<file path="src/rtl/dogx_sample_serializer.sv">
// rtl/dogx_sample_serializer.sv - DOGX sample framer and two-lane serializer with frame strobe
// Define DOGX_SER_PARITY_EN to carry even parity in word[0]; otherwise word[0] is 0.
module dogx_sample_serializer (
  input  logic        CLK_24M,
  input  logic        reset,
  input  logic        tx_enable,
  input  logic        sample_valid,
  input  logic [10:0] sample_data,
  input  logic        sample_alpha,
  input  logic        overflow_clr,
  output logic        sd1,
  output logic        sd0,
  output logic        fs,
  output logic        overflow
);
  typedef enum logic {ST_IDLE = 1'b0, ST_SHIFT = 1'b1} state_t;

  state_t      r_state;
  state_t      w_state_nxt;
  logic [2:0]  r_k;
  logic [2:0]  r_seq;
  logic [15:0] r_word;
  logic        r_hold_valid;
  logic [10:0] r_hold_data;
  logic        r_hold_alpha;
  logic        r_overflow;
  logic        r_sd1;
  logic        r_sd0;
  logic        r_fs;

  logic        w_accept;
  logic        w_last;
  logic        w_load;
  logic [10:0] w_load_data;
  logic        w_load_alpha;
  logic        w_parity;
  logic        w_hold_wr;
  logic        w_hold_clr;
  logic        w_ovf_set;

  assign w_accept = sample_valid & tx_enable;
  assign w_last   = (r_k == 3'd7);

  always_ff @(posedge CLK_24M or negedge reset) begin
    if (!reset) r_state <= ST_IDLE;
    else        r_state <= w_state_nxt;
  end

  // At the last bit the hold slot has priority over a fresh strobe; a disabled
  // transmitter drops whatever is held and stops after the current frame.
  always_comb begin
    w_state_nxt  = r_state;
    w_load       = 1'b0;
    w_load_data  = sample_data;
    w_load_alpha = sample_alpha;
    w_hold_wr    = 1'b0;
    w_hold_clr   = 1'b0;
    w_ovf_set    = 1'b0;
    case (r_state)
      ST_IDLE: begin
        if (w_accept) begin
          w_load      = 1'b1;
          w_state_nxt = ST_SHIFT;
        end
      end
      ST_SHIFT: begin
        if (!w_last) begin
          w_hold_wr = w_accept;
          w_ovf_set = w_accept & r_hold_valid;
        end else if (!tx_enable) begin
          w_hold_clr  = 1'b1;
          w_state_nxt = ST_IDLE;
        end else if (r_hold_valid) begin
          w_load       = 1'b1;
          w_load_data  = r_hold_data;
          w_load_alpha = r_hold_alpha;
          w_hold_wr    = w_accept;
          w_hold_clr   = ~w_accept;
        end else if (w_accept) begin
          w_load = 1'b1;
        end else begin
          w_state_nxt = ST_IDLE;
        end
      end
      default: w_state_nxt = ST_IDLE;
    endcase
  end

`ifdef DOGX_SER_PARITY_EN
  assign w_parity = ^{w_load_data, w_load_alpha, r_seq};
`else
  assign w_parity = 1'b0;
`endif

  always_ff @(posedge CLK_24M or negedge reset) begin
    if (!reset) begin
      r_k          <= 3'd0;
      r_seq        <= 3'd0;
      r_word       <= 16'd0;
      r_hold_valid <= 1'b0;
      r_hold_data  <= 11'd0;
      r_hold_alpha <= 1'b0;
      r_overflow   <= 1'b0;
      r_sd1        <= 1'b0;
      r_sd0        <= 1'b0;
      r_fs         <= 1'b0;
    end else begin
      if (w_load) begin
        r_word <= {w_load_data, w_load_alpha, r_seq, w_parity};
        r_seq  <= r_seq + 3'd1;
        r_k    <= 3'd0;
      end else if (r_state == ST_SHIFT) begin
        r_k <= r_k + 3'd1;
      end
      if (w_hold_wr) begin
        r_hold_valid <= 1'b1;
        r_hold_data  <= sample_data;
        r_hold_alpha <= sample_alpha;
      end else if (w_hold_clr) begin
        r_hold_valid <= 1'b0;
      end
      if (w_ovf_set)         r_overflow <= 1'b1;
      else if (overflow_clr) r_overflow <= 1'b0;
      // Output stage trails the frame position by one cycle.
      r_sd1 <= (r_state == ST_SHIFT) & r_word[4'd15 - {1'b0, r_k}];
      r_sd0 <= (r_state == ST_SHIFT) & r_word[{1'b0, 3'd7 - r_k}];
      r_fs  <= (r_state == ST_SHIFT) & (r_k == 3'd0);
    end
  end

  assign sd1      = r_sd1;
  assign sd0      = r_sd0;
  assign fs       = r_fs;
  assign overflow = r_overflow;
endmodule

</file>
<file path="config.mk">
export PLATFORM = sky130hd
export DESIGN_NAME = dogx_sample_serializer
export DESIGN_NICKNAME = d
export VERILOG_FILES = /design/src/rtl/dogx_sample_serializer.sv
export SDC_FILE = /design/constraint.sdc
export NUM_CORES = 1
export LEC_CHECK = 0
export CAP_MARGIN = 0
export CORE_ASPECT_RATIO = 0.6
export CORE_MARGIN = 5
export CORE_UTILIZATION = 59
export DETAILED_ROUTE_END_ITERATION = 12
export PLACE_DENSITY_LB_ADDON = 0.1
export SKIP_CTS_REPAIR_TIMING = 1
export SLEW_MARGIN = 20
export SYNTH_ARGS = -nofsm -noshare
export SYNTH_HDL_FRONTEND = slang
export SYNTH_SLANG_ARGS = --single-unit
</file>
<file path="constraint.sdc">
create_clock -name CLK_24M -period 2.8 [get_ports CLK_24M]
set_input_delay 0.28 -clock CLK_24M [delete_from_list [all_inputs] [get_ports CLK_24M]]
set_output_delay 0.28 -clock CLK_24M [all_outputs]
set_load 0.02 [all_outputs]
</file>
Yosys cells after proc, flatten, opt, wreduce, memory -nomap -nowiden
Cells that the tools add are included.
Cells by class
  add/subtract/negate cells: 4
  $lt $le $gt $ge: 2
  equal/unequal tests: 1
  muxes and demuxes: 35
  bitwise logic cells: 7
  reductions and logical operators: 4
Operators by type and width (number)
  11-bit two-way mux: 4
  1-bit two-way mux: 25
  3-bit by 1-bit adder with 3-bit output (second input constant): 2
  3-bit two-way mux: 2
  2-bit nonzero test: 3
  1-bit AND: 5
  3-bit by 5-bit less-than comparator with 1-bit output (second input constant): 1
  4-bit by 5-bit less-than comparator with 1-bit output (second input constant): 1
  1-bit binary-select mux with 4-bit select: 1
  1-bit one-hot mux with 2 select lines: 2
  4-bit by 3-bit subtractor with 4-bit output (first input constant): 1
  1-bit binary-select mux with 3-bit select: 1
  3-bit equality test (second input constant): 1
  3-bit zero test: 1
  3-bit subtractor (first input constant): 1
  1-bit NOT: 2
Storage, ports and cells
  register bits: 39
  bits of input ports: 17
  logic and storage cells: 64

Longest topological paths before layout
  depth in word-level cells: 8
  mapped depth: 6
  depth with buffers taken out: 5

Worst setup path before layout
No wires, ideal clock.
  kind: reg-to-reg
  from: register r_k[0]
  to: register r_seq[1]
  arrival time: 1.677 ns
  path slack: 0.998 ns
  cell stages (with the launch flop): 7
  clock period less this slack: 1.802 ns
  cell sequence: dfrtp_1 -> ha_1 -> ha_1 -> nand2b_1 -> nand3_4 -> buf_6 -> mux2_2
On the way
  word-level cells in the longest chain between the ends: 3
Ends and longest elaborated chain
  start: declaration: RTL line 20  | logic [2:0] r_k;
  start signal: assignment: RTL line 113  | r_k <= r_k + 3'd1;
  3-bit equality test: RTL line 42  | assign w_last = (r_k == 3'd7);
  1-bit two-way mux: RTL line 67  | if (!w_last) begin
  1-bit one-hot mux with 2 select lines: RTL line 59  | case (r_state)
  end signal: assignment: RTL line 110  | r_seq <= r_seq + 3'd1;
  end: declaration: RTL line 21  | logic [2:0] r_seq;
Every way passes these cells.
A chain may end at the register's enable or synchronous reset.

Worst setup path in the final report
  from: register r_k[1]
  to: register r_word[15]
On the way
  word-level cells in the longest chain between the ends: 3
  elaborated cells between the ends (all ways): 5
  classes of those cells: eq/ne: 1; mux: 4
Ends and longest elaborated chain
  3-bit equality test (*): RTL line 42
  1-bit two-way mux or 11-bit two-way mux (tied branches): RTL line 67
  1-bit one-hot mux with 2 select lines or 11-bit two-way mux (tied branches): RTL line 59
  end signal: assignment: RTL line 109  | r_word <= {w_load_data, w_load_alpha, r_seq, w_parity};
  end: declaration: RTL line 22  | logic [15:0] r_word;
Mark *: on every way between the ends. The rest lies on a longest branch, timed or not.

==> impl_metrics.xml <==
<?xml version="1.0" encoding="UTF-8"?>
<metrics>
  <group name="status">
    <metric name="outcome" unit="">completed</metric>
  </group>
  <group name="logic_synthesis">
    <metric name="postSynth.asyncResetShare" unit="%">100</metric>
    <metric name="yosysTopAreaCell" unit="">dfrtp_1</metric>
    <metric name="synth.cell_area" unit="um^2">1860</metric>
    <metric name="synthesis.yosys.warnings" unit="">0</metric>
    <metric name="synth_top_area_share" unit="%">52.4</metric>
    <metric name="synth_enable_flop_cells" unit="">0</metric>
    <metric name="seq_total_area_yosys" unit="%">52.4</metric>
    <metric name="synth.top_cells.by_count" unit="">39 x dfrtp_1, 30 x mux2_2, 10 x mux2_4, 6 x nand2_1</metric>
    <metric name="synthesis.instances" unit="">126</metric>
    <metric name="ys_top_cells_by_area" unit="">dfrtp_1 52%, mux2_2 18%, mux2_4 8.1%</metric>
    <metric name="yosysUniqueCellTypes" unit="">29</metric>
    <metric name="synthMostInstantiatedCell" unit="">dfrtp_1</metric>
    <metric name="synthFlopType" unit="">dfrtp_1</metric>
    <metric name="ys_ff_latch" unit="">39</metric>
    <metric name="synthesis.nets" unit="">147</metric>
    <metric name="avgSynthCellArea" unit="um^2">14.8</metric>
  </group>
  <group name="sta">
    <metric name="totalNegativeSetupSlack" unit="ns">0</metric>
    <metric name="slew_headroom" unit="%">43.7</metric>
    <metric name="time_the_worst_path_needs_with_i_o_delays_and_setup" unit="ns">2.09</metric>
    <metric name="f_max" unit="GHz">0.478</metric>
    <metric name="slew_violations" unit="">0</metric>
    <metric name="timing.final.setup_violations" unit="">0</metric>
    <metric name="worst_pin_slew" unit="ns">0.844</metric>
    <metric name="worst_clock_skew" unit="ns">0.00656</metric>
    <metric name="holdWs" unit="ns">0.0967</metric>
    <metric name="layout_worst_path_cycle_share" unit="%">74.8</metric>
    <metric name="hold_violations" unit="">0</metric>
    <metric name="setup_repair_after_global_routing_missed_its_margin" unit="">false</metric>
  </group>
  <group name="layout">
    <metric name="final_cells" unit="">192</metric>
    <metric name="final_nets" unit="">170</metric>
    <metric name="area_growth_syn_to_layout" unit="%">16.8</metric>
    <metric name="fin_util" unit="%">73.8</metric>
    <metric name="multi_input_gate_area" unit="um^2">821</metric>
    <metric name="ant_cells" unit="">0</metric>
    <metric name="layout.filler_cells" unit="">207</metric>
    <metric name="post_route_cells_drive_above_1_share" unit="%">36.7</metric>
    <metric name="area.sequential" unit="um^2">976</metric>
  </group>
  <group name="clock_tree">
    <metric name="cts-htree-levels" unit="">2</metric>
    <metric name="cts.clk_slew.worst_paths" unit="ns">0.07</metric>
    <metric name="clock_insertion_delay_worst_skew" unit="ns">0.29</metric>
    <metric name="ctsRootBufferMaster" unit="">clkbuf_8</metric>
    <metric name="cts_inserted_buffers" unit="">5</metric>
    <metric name="cts.sink_count" unit="">39</metric>
    <metric name="cts_tree" unit="">built</metric>
    <metric name="max-clock-path-buffers" unit="">2</metric>
  </group>
  <group name="critical_path">
    <metric name="cpPeakStageDelay" unit="ns">0.51</metric>
    <metric name="worst-path-buf-inv" unit="">1</metric>
    <metric name="cp.arrival" unit="ns">2.26</metric>
    <metric name="critPathCaptureType" unit="">register</metric>
    <metric name="critical_path_cell_list" unit="">ha_1, ha_1, nand4_2, buf_4, mux2_2, mux2_2</metric>
    <metric name="required_time_of_the_critical_path" unit="ns">2.97</metric>
    <metric name="critical-path-top-delay-family" unit="">multiplexers</metric>
    <metric name="startpoint_type" unit="">register</metric>
    <metric name="critPathMaxFanout" unit="">12</metric>
    <metric name="crit_slowest_cell" unit="">dfrtp_1</metric>
    <metric name="critical_path_class" unit="">reg -&gt; reg</metric>
  </group>
  <group name="die">
    <metric name="core-area" unit="um^2">2950</metric>
    <metric name="dieArea" unit="um^2">4420</metric>
    <metric name="floorplan.rows" unit="">15</metric>
    <metric name="floorplan.io_pins" unit="">21</metric>
    <metric name="chipHeight" unit="um">53.5</metric>
    <metric name="floorplan.initialDensity" unit="%">63.2</metric>
    <metric name="die-width" unit="um">82.5</metric>
  </group>
  <group name="routing">
    <metric name="avgViaCountPerCell" unit="">5.48</metric>
    <metric name="antenna_left" unit="">0</metric>
    <metric name="dr.first_iter.drc_count" unit="">62</metric>
    <metric name="route.vias.total" unit="">1053</metric>
    <metric name="routed_wirelength" unit="um">3040</metric>
    <metric name="route.detailed.drc" unit="">0</metric>
    <metric name="firstDrtPassIters" unit="">2</metric>
    <metric name="route.detailed.wl_per_inst" unit="um">15.9</metric>
  </group>
  <group name="power_and_ir_drop">
    <metric name="power_density" unit="nW/um^2">1050</metric>
    <metric name="vdd_drop_max" unit="uV">648</metric>
    <metric name="power.leakage" unit="nW">0.976</metric>
    <metric name="power" unit="mW">2.27</metric>
  </group>
  <group name="place">
    <metric name="numPortBuffers" unit="">20</metric>
    <metric name="hpwl" unit="um">2180</metric>
    <metric name="gpl.final_weighted_congestion" unit="">0.688</metric>
    <metric name="place_inst" unit="">184</metric>
  </group>
  <group name="global_route">
    <metric name="grt_first_pass_wirelength" unit="um">5400</metric>
    <metric name="grt_remaining_overflow" unit="">0</metric>
    <metric name="grt_max_degree" unit="">40</metric>
    <metric name="groute.usage.overall" unit="%">17.2</metric>
    <metric name="grt_antenna_before_repair" unit="">0</metric>
    <metric name="number_of_global_route_vias_before_repair" unit="">1140</metric>
  </group>
  <group name="flow_run">
    <metric name="cap_viol_max_count" unit="">0</metric>
  </group>
  <group name="min_path">
    <metric name="min-delay-path-class" unit="">in -&gt; async</metric>
  </group>
</metrics>
==> kinds of logic (layout without fill, tap and decap cells) <==
kind of cell	Yosys count	in the layout	synth area share [%]
muxes	45	45	31.0
DFF	39	39	52.4
and+or+nand+nor	14	14	4.70
AOI/OAI and AO/OA	12	12	4.77
buffers and inverters	10	34	3.49
adders and majority gates	4	4	2.69
xor gates and xnor gates	2	2	0.941
==> worst paths after layout <==
check | cells after the start | start | end | slack (ns)
setup / recovery | 6 | r_k[1] | r_word[15] | 0.71
hold / removal | 1 | reset | r_seq[1] | 0.1
setup reg to reg | 6 | r_k[1] | r_word[15] | 0.71
hold reg to reg | 1 | r_seq[2] | r_seq[2] | 0.47
max in group asynchronous | 1 | reset | r_hold_data[9] | 2.18
min in group CLK_24M | 1 | r_seq[2] | r_seq[2] | 0.47
==> cells in the final DEF (no fill, tap or decap) <==
cell	netlist	layout
a21boi_0	1	1
a21o_1	1	1
a21oi_1	3	3
a22o_1	2	2
a22oi_1	1	1
and2_1	1	1
buf_2	1	1
buf_4	3	2
clkbuf_1	0	1
clkbuf_8	0	7
clkdlybuf4s50_1	0	19
dfrtp_1	39	39
ha_1	4	4
inv_1	4	4
mux2_1	1	1
mux2_2	30	30
mux2_4	10	10
mux2i_1	1	1
mux4_2	3	3
nand2_1	6	6
nand2b_1	1	1
nand3_1	1	1
nand3_4	1	1
nand3b_1	1	1
nand4_1	1	1
nand4_2	1	1
nor2_1	1	1
o211a_1	1	1
o211ai_1	2	2
o32ai_1	1	1
xnor2_1	2	2
==> layout make-up <==
cell class | instances | area share, %
Sequential cell | 39 | 44.9
Multi-Input combinational cell | 77 | 37.7
Timing Repair Buffer | 22 | 9.67
Clock buffer | 8 | 4.60
Tap cell | 42 | 2.42
Inverter | 4 | 0.690
==> sequential cells by signal (all words and copies together) (netlist names) <==
signal,cells
r_word,15
r_hold_data,11
r_k,3
r_seq,3
fs,1
overflow,1
r_hold_alpha,1
r_hold_valid,1
r_state,1
sd0,1
sd1,1
==> per-stage QoR <==
stage | instance area, um^2 | worst slack (ns)
floorplan | 1860 | 0.998
global placement | 2070 | 0.772
detailed placement | 2070 | 0.712
CTS | 2170 | 0.701
global route | 2170 | 0.567
finish | 2170 | 0.707
==> worst reg2reg max path: stages, from the launching register on <==
cell,delay [ns]
dfrtp_1,0.51
ha_1,0.25
ha_1,0.25
nand4_2,0.11
buf_4,0.24
mux2_2,0.36
mux2_2,0.26
==> per-layer routing <==
metal / part of all wire [%] / vias to the layer above / routed length (um) / GRT usage, %
met5: 0 / - / 0 / 0
met4: 1.3 / 0 / 39 / 6.25
met3: 4.2 / 7 / 127 / 5.61
met2: 46 / 17 / 1390 / 27.1
met1: 49 / 527 / 1490 / 22.4
li1: - / 502 / - / -
==> where the power goes <==
| part | leakage [nW] | internal, mW | switching [mW] | total, mW |
|---|---|---|---|---|
| sequential | 0.464 | 0.840 | 0.210 | 1.05 |
| clock | 0.0515 | 0.225 | 0.187 | 0.412 |
| combinational | 0.461 | 0.497 | 0.314 | 0.811 |
| total | 0.976 | 1.56 | 0.711 | 2.27 |
No activity file was read; power rests on OpenSTA's default activity.
